**config.mk**
```make
export PLATFORM = sky130hd
export DESIGN_NAME = uart_tx_arbiter
export DESIGN_NICKNAME = d
export VERILOG_FILES = /design/src/rtl/uart_tx_arbiter.sv
export SDC_FILE = /design/constraint.sdc
export NUM_CORES = 1
export LEC_CHECK = 0
export CORE_MARGIN = 2
export CORE_UTILIZATION = 45
export CTS_BUF_LIST = sky130_fd_sc_hd__clkbuf_8
export DETAILED_ROUTE_END_ITERATION = 8
export GPL_ROUTABILITY_DRIVEN = 0
export MAX_ROUTING_LAYER = met4
export PLACE_DENSITY = 0.74
export SYNTH_ARGS = -nofsm -noshare
export SYNTH_HDL_FRONTEND = slang
export SYNTH_SLANG_ARGS = --single-unit
```
**constraint.sdc**
```tcl
create_clock -name clk -period 3.7 [get_ports clk]
set_clock_uncertainty 0.15 [all_clocks]
set_input_delay 0.925 -clock clk [delete_from_list [all_inputs] [get_ports clk]]
set_output_delay 0.925 -clock clk [all_outputs]
set_load 0.05 [all_outputs]
```
**src/rtl/uart_tx_arbiter.sv**
```systemverilog
// Round-robin arbiter that shares one uart_sender among NUM_REQ byte producers, with a transmit watchdog.
// All outputs are registered. send_en rises 1 cycle after req is seen in IDLE, and ack follows tx_done by 1 cycle.
module uart_tx_arbiter #(
  parameter int NUM_REQ     = 4,
  parameter int TIMEOUT_CYC = 600000,
  parameter int CNT_W       = 20,
  localparam int IDW        = $clog2(NUM_REQ)
) (
  input  logic                 clk,
  input  logic                 rst_n,
  input  logic [NUM_REQ-1:0]   req,
  input  logic [8*NUM_REQ-1:0] req_data,
  input  logic [2:0]           baud_cfg,
  output logic [NUM_REQ-1:0]   ack,
  output logic                 err,
  output logic [IDW-1:0]       grant_id,
  output logic                 busy,
  output logic [7:0]           tx_data,
  output logic                 send_en,
  output logic [2:0]           baud_set,
  input  logic                 tx_done,
  input  logic                 uart_state
);

  typedef enum logic [1:0] {S_IDLE, S_LOAD, S_WAIT, S_ACK} state_t;

  state_t               state_q, state_d;
  logic [IDW-1:0]       last_q, last_d;
  logic [IDW-1:0]       grant_q, grant_d;
  logic [7:0]           tx_data_q, tx_data_d;
  logic [2:0]           baud_q, baud_d;
  logic [NUM_REQ-1:0]   ack_q, ack_d;
  logic                 err_q, err_d;
  logic                 send_en_q, send_en_d;
  logic                 busy_q, busy_d;
  logic [CNT_W-1:0]     wdog_q, wdog_d, wdog_inc;
  logic                 timeout;
  logic [IDW-1:0]       pick;
  logic                 pick_vld;
  logic [IDW:0]         sum;

  // Scan from the farthest candidate back to last+1 so the nearest requester wins.
  always_comb begin
    pick     = '0;
    pick_vld = 1'b0;
    sum      = '0;
    for (int i = NUM_REQ; i >= 1; i--) begin
      sum = {1'b0, last_q} + (IDW+1)'(i);
      if (sum >= (IDW+1)'(NUM_REQ)) sum = sum - (IDW+1)'(NUM_REQ);
      if (req[sum[IDW-1:0]]) begin
        pick     = sum[IDW-1:0];
        pick_vld = 1'b1;
      end
    end
  end

  // Compared after this cycle's increment so an abort ack lands TIMEOUT_CYC cycles after send_en.
  assign wdog_inc = wdog_q + CNT_W'(1);
  assign timeout  = (wdog_inc == CNT_W'(TIMEOUT_CYC - 1));

  always_ff @(posedge clk or negedge rst_n) begin
    if (!rst_n) begin
      state_q   <= S_IDLE;
      last_q    <= IDW'(NUM_REQ - 1);
      grant_q   <= '0;
      tx_data_q <= 8'h00;
      baud_q    <= 3'd0;
      ack_q     <= '0;
      err_q     <= 1'b0;
      send_en_q <= 1'b0;
      busy_q    <= 1'b0;
      wdog_q    <= '0;
    end else begin
      state_q   <= state_d;
      last_q    <= last_d;
      grant_q   <= grant_d;
      tx_data_q <= tx_data_d;
      baud_q    <= baud_d;
      ack_q     <= ack_d;
      err_q     <= err_d;
      send_en_q <= send_en_d;
      busy_q    <= busy_d;
      wdog_q    <= wdog_d;
    end
  end

  always_comb begin
    state_d = state_q;
    unique case (state_q)
      S_IDLE:  if (pick_vld) state_d = S_LOAD;
      S_LOAD:  state_d = S_WAIT;
      S_WAIT:  if (tx_done || timeout) state_d = S_ACK;
      S_ACK:   state_d = S_IDLE;
      default: state_d = S_IDLE;
    endcase
  end

  always_comb begin
    last_d    = last_q;
    grant_d   = grant_q;
    tx_data_d = tx_data_q;
    baud_d    = baud_q;
    wdog_d    = wdog_q;
    ack_d     = '0;
    err_d     = 1'b0;
    send_en_d = 1'b0;
    busy_d    = (state_d != S_IDLE);
    unique case (state_q)
      S_IDLE: begin
        baud_d = baud_cfg;
        if (pick_vld) begin
          grant_d   = pick;
          last_d    = pick;
          tx_data_d = req_data[{pick, 3'b000} +: 8];
          send_en_d = 1'b1;
        end
      end
      S_LOAD: wdog_d = '0;
      S_WAIT: begin
        wdog_d = wdog_inc;
        if (tx_done || timeout) begin
          ack_d[grant_q] = 1'b1;
          err_d          = !tx_done;
        end
      end
      // Reload on the way out so a mid-frame baud change shows on the first IDLE cycle.
      S_ACK:   baud_d = baud_cfg;
      default: ;
    endcase
  end

  assign ack      = ack_q;
  assign err      = err_q;
  assign grant_id = grant_q;
  assign busy     = busy_q;
  assign tx_data  = tx_data_q;
  assign send_en  = send_en_q;
  assign baud_set = baud_q;

  a_idle_sender_quiet: assert property (@(posedge clk) disable iff (!rst_n)
    !(state_q == S_IDLE && uart_state));

endmodule

```
## Word-level counts from Yosys, hierarchy flattened

Cells that the tools add are included.

- Shift-type cells: 1
- Mux-type cells: 32
- Reductions and logical operators: 8
- Add/sub/neg operators: 9
- Magnitude comparators: 10
- Equal/unequal tests: 4

Operator list:

| kind | count |
|---|---|
| $pmux 20 s2 | 1 |
| $shiftx 32x6->8 | 1 |
| $add 20x1->20 const B | 1 |
| $eq 20x20->1 const B | 1 |
| $mux 2 | 10 |
| $lt 2x3->1 const B | 5 |
| $mux 1 | 13 |
| $ge 3x3->1 const B | 4 |
| $bmux 1 s2 | 4 |
| $mux 4 | 2 |
| $pmux 2 s4 | 1 |
| $sub 2x1->2 const B | 4 |
| $add 2x2->3 const B | 2 |
| $eq 2x2->1 const B | 2 |
| $reduce_bool 2->1 | 2 |
| $add 2x1->3 const B | 1 |
| $add 2x3->3 const B | 1 |
| $demux 1 s2 | 1 |
| $eq 2x1->1 const B | 1 |
| $ge 2x1->1 const B | 1 |
| $logic_not 2->1 | 1 |
| $reduce_and 2->1 | 1 |
| $reduce_or 2->1 | 1 |
| $logic_and 1x1->1 | 1 |
| other kinds (2) | 2 |

- Register bits after elaboration: 44
- Output and inout bits: 20
- Word-level logic and storage cells: 74

## Longest topological paths before layout

- Depth in word-level cells: 12
- Depth in mapped cells: 8
- Mapped depth without buffers: 7

## Worst setup path before layout

OpenSTA, ideal clock, no wires.

- Path kind: input-to-reg
- From: in req[0]
- To: reg tx_data_q[0] (netlist: tx_data[0])
- Stages on the path: 7
- Data arrival time: 2.205 ns
- Path slack: 1.262 ns
- Buffers on the path: 1
- Required time: 3.467 ns
- Cell sequence: a21oi_1 a31oi_1 a21oi_2 buf_4 mux2i_1 mux2_2 o21ai_0

- Cells in the longest elaborated chain, start to end: 7
- Elaborated cells on any way between the ends: 18
- Those cells by class: shift (1); mux (16); reduce/logical (1)

RTL lines:

| item | line | text |
|---|---|---|
| start, declared | 11 | `input logic [NUM_REQ-1:0] req,` |
| $bmux 1 s2 | 50 | `if (req[sum[IDW-1:0]]) begin` |
| $mux 1 (implied by the code) | 50 |  |
| $mux 2 or $mux 1 (tied branches) (4 in a row) | 50 |  |
| $shiftx 32x6->8 or $reduce_and 2->1 (tied branches) | n/a |  |
| end signal, assigned | 77 | `tx_data_q <= tx_data_d;` |
| end, declared | 30 | `logic [7:0] tx_data_q, tx_data_d;` |

Parallel ways exist; a longest one is shown, timed or not. The select of a mux whose other input is x is not followed.
A chain may end at the register's enable or synchronous reset.

## Final worst setup path

- From: in req[3]
- To: reg tx_data_q[5] (netlist: tx_data[5])

Same word-level chain as after synthesis.

==> results.json <==
{
  "outcome": "completed",
  "die_w_um": 79,
  "dieHeight_um": 79,
  "diodes": 0,
  "fp.coreArea_mm2": 0.005473,
  "totalPowerFinal_mw": 2.363,
  "grt_use_total_pct": 21.73,
  "htree_levels": 2,
  "async_reset_ff_share_pct": 100.0,
  "rsz0062_at_grt": "false",
  "top_layer_used": "met4",
  "synth_cell_types": 45,
  "post_cts_buffers": 0,
  "slowest_delay_ns": 0.81,
  "pwr_density_cell_mw_per_mm2": 710.3,
  "dieArea_mm2": 0.006241,
  "drtPass1Iterations": 4,
  "period_share_pct": 79.13,
  "start_kind": "primary input",
  "slowest_stage": "o221ai_1",
  "hpwl_um": 4528,
  "cts.sinks": 44,
  "crit_chain": "clkdlybuf4s50_1, mux2i_1, o221ai_1, mux2_2, o21ai_0",
  "cts.root.buffer_cell": "clkbuf_8",
  "io_buffers": 61,
  "drt-total-wl_um": 6211,
  "hold_slack_ns": 0.3361,
  "wl_met2_um": 3020,
  "fp-row-count": 27,
  "fin_crit_ns": 2.928,
  "crit_arrival_ns": 2.99,
  "slew_violations": 0,
  "fin_ws_ns": 0.7720,
  "fmaxAchievable_mhz": 341.5,
  "synth_nets": 312,
  "vdd_ir_drop_max_uv": 387.7,
  "synth_edf_count": 0,
  "hp-class": "register to register",
  "drt-initial-drc-count": 110,
  "grt_pass1_vias": 2156,
  "drt-met1-wl_um": 2811,
  "mostFrequentLayoutCells": "60 x clkdlybuf4s50_1, 42 x dfrtp_1, 33 x nand2_1",
  "clk_latency_ns": 0.30,
  "place_ws_ns": 0.4423,
  "drive_gt1_share_pct": 10.12,
  "wl_per_cell_um": 15.61,
  "grt-ovfl-total": 0,
  "met3_length_um": 259,
  "area_growth_pct": 31.44,
  "cts_tree": "built",
  "clock_path_buffers": 2,
  "crit_path_end_kind": "register",
  "pin_count": 63,
  "netlist_area_mm2": 0.002531,
  "grt_start_max_net_pins": 45,
  "setup_tns_ns": 0,
  "ys_ff_latch": 44,
  "num_vias": 2210,
  "crit_required_ns": 3.76,
  "final_nets": 372,
  "cap_violations": 0,
  "initial_core_util_pct": 46.25,
  "critPathKind": "primary input to register",
  "path_clk_slew_ns": 0.08,
  "slew_headroom_pct": 32.63,
  "detail-route-antenna-nets": 0,
  "cts_resized": 0,
  "avgSynthCellArea_um2": 9.552,
  "synth-main-ff-cell": "dfrtp_1",
  "worstMarginPinSlew_ns": 1.011,
  "layout_commonest_cell": "clkdlybuf4s50_1",
  "viasPerCell": 5.553,
  "synth_cells": 265,
  "cts_hold_buffers": 0,
  "drc": 0,
  "crit_path_max_fanout": 9,
  "grt_pass1_wl_um": 10450,
  "antenna_found_initial": 0,
  "yosys_warnings": 0,
  "ys_seq_area_share_pct": 43.60,
  "hold_viol_final": 0,
  "leakagePower_nw": 1.427,
  "setup_viol": 0,
  "numCtsBuffers": 5
}
==> layer usage <==
metal	GRT usage [%]	up-vias
met4	6.724	0
met3	3.750	11
li1	-	1092
met1	28.25	1055
met5	-	-
met2	35.00	52
==> per-stage QoR <==
step                cells  util [%]  area, um2
floorplan             265         -       2531
global placement      390     58.69       3212
detailed placement    390     58.69       3212
CTS                   398     60.79       3327
global route          398     60.79       3327
finish                398     60.79       3327
==> report_power, final <==
part | switching [mW] | total, mW | leakage [nW] | internal (mW)
logic | 0.817 | 1.29 | 0.800 | 0.472
clock network | 0.175 | 0.378 | 0.0548 | 0.203
registers | 0.0832 | 0.695 | 0.573 | 0.612
==> critical path, delay by kind of cell <==
| kind | cells | cell delay (ns) |
|---|---|---|
| buffers and inverters | 1 | 0.57 |
| AOI/OAI and AO/OA | 2 | 0.97 |
| muxes | 2 | 0.53 |
==> registers in the layout, indices dropped and copies added (netlist names) <==
signal and count:
ack 4, baud_set 3, busy 1, err 1, grant_id 2, last_q 2, send_en 1, state_q 2
tx_data 8, wdog_q 20
==> cell usage after synthesis, types with 5 or more instances <==
master / number / share of area [%]
and3_1: 5 / 1.2
nand3_1: 13 / 2.6
nand2_1: 33 / 4.9
o21ai_0: 31 / 6.1
a21oi_1: 8 / 1.6
inv_1: 13 / 1.9
mux2_2: 11 / 4.9
dfrtp_1: 42 / 42
mux2i_1: 18 / 7.1
nor2_1: 13 / 1.9
clkbuf_1: 10 / 1.5
==> worst paths after layout <==
kind | startpoint | to | slack, ns | cells past startpoint
worst max-delay path | req[3] | tx_data[5]$_DFFE_PN0P_ | 0.77 | 5
worst min-delay path | tx_data[0]$_DFFE_PN0P_ | tx_data[0]$_DFFE_PN0P_ | 0.34 | 2
worst max register to register | state_q[0]$_DFF_PN0_ | wdog_q[14]$_DFFE_PN0P_ | 1.01 | 6
worst min register to register | tx_data[0]$_DFFE_PN0P_ | tx_data[0]$_DFFE_PN0P_ | 0.34 | 2
max in group asynchronous | rst_n | tx_data[3]$_DFFE_PN0P_ | 2.14 | 1
min in group asynchronous | rst_n | wdog_q[13]$_DFFE_PN0P_ | 0.64 | 1
==> logic make-up (layout without fill, tap and decap cells) <==
group           count (synthesis)  in the layout  share of synthesized area [%]
xor+xnor                        5              5                          1.730
simple gates                   95             95                          21.06
compound gates                 64             64                          15.92
buf+inv                        24             85                          3.708
mux                            29             29                          12.01
fa+ha+maj                       4              4                          1.977
flops                          44             44                          43.60
==> layout make-up <==
type | instances | area, um2
multi-input cells | 197 | 1341
clock inverters | 3 | 46.29
well taps | 72 | 90.09
clock buffers | 5 | 68.82
inverters | 13 | 48.80
flip-flops and latches | 44 | 1104
fillers | 474 | 2146
repair buffers | 64 | 628.1
Note: power is estimated with default switching activity, not from simulation.
